$ cat config.mk
export PLATFORM = sky130hd
export DESIGN_NAME = switch_debounce8
export DESIGN_NICKNAME = d
export VERILOG_FILES = /design/src/rtl/switch_debounce8.sv
export SDC_FILE = /design/constraint.sdc
export NUM_CORES = 1
export LEC_CHECK = 0
export ABC_AREA = 1
export CAP_MARGIN = 0
export CORE_ASPECT_RATIO = 0.5
export CORE_MARGIN = 8
export CORE_UTILIZATION = 45
export CTS_CLUSTER_SIZE = 12
export DETAILED_ROUTE_END_ITERATION = 8
export DONT_BUFFER_PORTS = 1
export GPL_ROUTABILITY_DRIVEN = 0
export PLACE_DENSITY = 0.68
export SETUP_SLACK_MARGIN = 0.5
export SLEW_MARGIN = 20
export SYNTH_ARGS = -nofsm -noshare
export SYNTH_HDL_FRONTEND = slang
export SYNTH_SLANG_ARGS = --single-unit
$ cat constraint.sdc
create_clock -name clk -period 2.6 [get_ports clk]
set_clock_uncertainty 0.15 [all_clocks]
set_input_delay 0.26 -clock clk [delete_from_list [all_inputs] [get_ports clk]]
set_output_delay 0.26 -clock clk [all_outputs]
set_load 0.02 [all_outputs]
$ cat src/rtl/switch_debounce8.sv
// switch_debounce8: sync + debounce of 8 slide switches and an enable switch.
// Optional macro STICKY_LATCH_EN: x bits latch on rise, cleared by clr.
module switch_debounce8 #(
  parameter int DEBOUNCE_CYCLES = 4,
  parameter int CNT_W = $clog2(DEBOUNCE_CYCLES+1)
) (
  input  logic       clk,
  input  logic       rst_n,
  input  logic [7:0] sw,
  input  logic       sw_en,
  input  logic       clr,
  output logic [7:0] x,
  output logic       enable,
  output logic       changed
);

  localparam int N = 9;
  localparam logic [CNT_W-1:0] CNT_MAX =
    CNT_W'(DEBOUNCE_CYCLES-1);

  logic [N-1:0]     s1;
  logic [N-1:0]     s2;
  logic [N-1:0]     q;
  logic [N-1:0]     q_n;
  logic [CNT_W-1:0] cnt   [N];
  logic [CNT_W-1:0] cnt_n [N];
  logic [7:0]       x_n;
  logic             changed_n;

  // two-flop synchroniser for all nine raw lines
  always_ff @(posedge clk) begin
    if (!rst_n) begin
      s1 <= '0;
      s2 <= '0;
    end else begin
      s1 <= {sw_en, sw};
      s2 <= s1;
    end
  end

  // per-line debounce: count mismatching samples, follow after a full run
  always_comb begin
    q_n = q;
    for (int i = 0; i < N; i++) begin
      cnt_n[i] = '0;
      if (s2[i] != q[i]) begin
        if (cnt[i] == CNT_MAX) begin
          q_n[i] = s2[i];
        end else begin
          cnt_n[i] = cnt[i] + CNT_W'(1);
        end
      end
    end
  end

  // debounced level and counter registers
  always_ff @(posedge clk) begin
    if (!rst_n) begin
      q <= '0;
      for (int i = 0; i < N; i++) begin
        cnt[i] <= '0;
      end
    end else begin
      q <= q_n;
      for (int i = 0; i < N; i++) begin
        cnt[i] <= cnt_n[i];
      end
    end
  end

  assign enable = q[8];

`ifdef STICKY_LATCH_EN
  logic [7:0] x_r;

  // rising debounced bits set x; clr wipes it, set wins over clear
  always_comb begin
    x_n = x_r;
    if (clr) begin
      x_n = '0;
    end
    x_n = x_n | (q_n[7:0] & ~q[7:0]);
  end

  // latched switch vector
  always_ff @(posedge clk) begin
    if (!rst_n) begin
      x_r <= '0;
    end else begin
      x_r <= x_n;
    end
  end

  assign x = x_r;
`else
  logic unused_clr;

  assign unused_clr = clr;

  // without latching the vector is the debounced level itself
  always_comb begin
    x_n = q_n[7:0];
  end

  assign x = q[7:0];
`endif

  // flag any difference between next and current output vector
  always_comb begin
    changed_n = ({q_n[8], x_n} != {q[8], x});
  end

  // one-cycle change pulse aligned with the output update
  always_ff @(posedge clk) begin
    if (!rst_n) begin
      changed <= 1'b0;
    end else begin
      changed <= changed_n;
    end
  end

endmodule

==> impl_metrics.tcl <==
set metrics [dict create \
    seqPwrFrac 0.610 \
    htreeDepth 2 \
    fin_crit_sh 0.6404 \
    postCtsSetupRepairBufs 0 \
    hold-worst-slack_ns 0.2612 \
    io_pins 22 \
    clk_path_buf_depth 2 \
    synthMuxAreaShare 0 \
    cts-buffers-inserted 5 \
    avgSynthCellArea_sq_um 8.372 \
    yosysWarningCount 0 \
    grt.overflow.total 0 \
    fillers 387 \
    leakage_nw 1.112 \
    syn_nets 273 \
    p_switching_mw 0.2934 \
    crit_arrival_ns 1.74 \
    slowest_delay_ns 1.11 \
    met1_usage 0.09826 \
    nets 290 \
    synth-xor-area-share 0 \
    ys_seq_area_frac 0.5412 \
    fin_util 0.5286 \
    vias 1417 \
    cellPowerDensity_nw_per_um2 613.1 \
    totalWireLength_microns 3092 \
    drtIter0Drc 78 \
    p_total_mw 1.420 \
    ys_ff_latch 55 \
    postPlaceCellArea_sq_um 2082 \
    rsz0062_at_grt "no" \
    r2r_setup_slack_ns 1.22 \
    grt.total_usage 0.09326 \
    grtUsageMet3 0.04060 \
    slew-limit-headroom 0.4134 \
    setup_viol 0 \
    synth.area.top_cells "dfxtp_1 54%, ha_1 11%, inv_1 9.4%" \
    fin_setup_tns_ns 0 \
    busiest_layer "met2" \
    period_needed_ns 1.665 \
    ir_worst_vdd_mv 0.2076 \
    crit_type "input port to flip-flop" \
    clock_latency_ns 0.30 \
    status "finished, final reports clean" \
    core_sq_um 4382 \
    viasPerCell 4.456 \
    hold_viol_final 0 \
    die_y_microns 63.55 \
    combPwrFrac 0.038 \
    final_antenna_net_count 0 \
    area_delta_synth_final_pct 13.84 \
    port-buffer-count 0 \
    antenna_found_initial 0 \
    syn_inst 243 \
    crit_path_max_fanout 25 \
    p_clk_frac 0.353 \
    seq_area_sq_um 1101 \
    p_int_mw 1.127 \
    grt_max_degree 26 \
    drive_gt1_frac 0.03448 \
    cp_cell_sequence "dlygate4sd3_1 -> o21ai_0 -> a21oi_1" \
    die_x_microns 111.1 \
    yosysTopAreaCellShare 0.5412 \
    cp.required_ns 2.68 \
    tightest_slew_ns 0.8771 \
    maxCapViolCount 0 \
    slowest_stage "dlygate4sd3_1" \
    cts.sinks 55 \
    start_util 0.4643 \
    end_kind "flip-flop" \
    wire_per_inst_microns 9.723 \
    maxSlewViolCount 0 \
    netlist_area_sq_um 2034 \
    drc_errors 0 \
    synth_compound_area_frac 0.04674 \
    synth.distinct_cells 13 \
    yosys.area_share.simple 0.1925 \
    fp.dieArea_sq_um 7059 \
    fmax_mhz 600.6 \
    dp_hpwl_microns 2229 \
    clk_pin_slew_ns 0.09 \
    multi_input_area_sq_um 711.9 \
    row_count 17 \
    hold_path.class "flip-flop to flip-flop" \
    diodes 0 \
    final_cell_area_sq_um 2316 \
    start_kind "input port" \
    yosysTopAreaCell "dfxtp_1" \
    grtUsageMet2 0.1566 \
    synth_top_family_by_area "simple AND/OR/NAND/NOR gates" \
    swShare 0.2066 \
    first_pass_iters 4 \
    yosys.area_share.adder 0.1107 \
    clockRootBuffer "clkbuf_8" \
    cts_tree "built" \
    grt_pass1_vias 1317 \
    grt_pass1_wl_microns 5437 \
]
-- critical path: cells and delay by family --
| family | cells | cell delay (ns) |
|---|---|---|
| AOI/OAI and AO/OA | 2 | 0.37 |
| buffers and inverters | 1 | 1.11 |
-- stage by stage --
step	cells	setup slack, ns
6_report	318	0.9349
5_1_grt	318	0.7478
4_1_cts	318	0.9331
3_5_place_dp	297	1.229
3_3_place_gp	297	1.238
2_1_floorplan	243	1.372
-- state kept, by name (all words and copies together), names as in the netlist --
name / count
changed: 1
s1: 9
cnt: 27
s2: 9
q: 9
-- synth_stat cells --
library cell and instances:
or2_1 3, buf_2 1, inv_1 51, o21ai_0 9, ha_1 18, a21oi_1 10, buf_6 1, buf_4 1
nor2_1 38, nand3_1 19, nand2_1 36, dfxtp_1 55, inv_4 1
-- worst paths after layout --
check | startpoint | endpoint | cells past startpoint
max | rst_n | q[8]$_SDFF_PN0_ | 3
min | s1[1]$_SDFF_PN0_ | s2[1]$_SDFF_PN0_ | 2
max reg2reg | cnt[0][21]$_SDFF_PP0_ | changed$_SDFF_PN0_ | 6
min reg2reg | s1[1]$_SDFF_PN0_ | s2[1]$_SDFF_PN0_ | 2
-- power groups by stage --
stage	sequential (mW)	combinational [mW]	clock, mW
2_1_floorplan	0.884	0.0345	0
3_3_place_gp	0.885	0.0309	0
3_5_place_dp	0.886	0.0325	0
4_1_cts	0.866	0.0540	0.517
5_1_grt	0.868	0.0625	0.555
6_report	0.866	0.0535	0.501
-- repair_timing --
action                    CTS  global route
hold endpoints to repair   27             0
hold buffers               13             0
gates resized for setup     0             0
-- placed cells by master, fill, tap and decap left out, types with 3 or more instances in the layout --
cell           Yosys  routed
o21ai_0            9       9
nand2_1           36      36
ha_1              18      18
nor2_1            38      38
nand3_1           19      19
inv_1             51      51
a21oi_1           10      10
dfxtp_1           55      55
or2_1              3       3
clkbuf_8           0       7
dlygate4sd3_1      0      13
-- cell families after synthesis --
logic type,Yosys count
AOI/OAI and AO/OA,19
DFF,55
and+or+nand+nor,96
buffers and inverters,55
adders and majority gates,18
-- layer usage --
| layer | vias to the layer above | wire (microns) | share of wire |
|---|---|---|---|
| met5 | - | 0 | 0 |
| met4 | 0 | 55 | 0.018 |
| met3 | 5 | 208 | 0.067 |
| met2 | 21 | 1330 | 0.43 |
| met1 | 625 | 1497 | 0.48 |
| li1 | 766 | - | - |
-- cell type report --
cell class	instances	share of cell area
Multi-Input combinational cell	133	0.3074
Sequential cell	55	0.4754
Timing Repair Buffer	13	0.05619
Tap cell	57	0.03079
Clock inverter	1	0.003241
Clock buffer	7	0.04160
Inverter	52	0.08536
(Power assumes the default switching activity.)
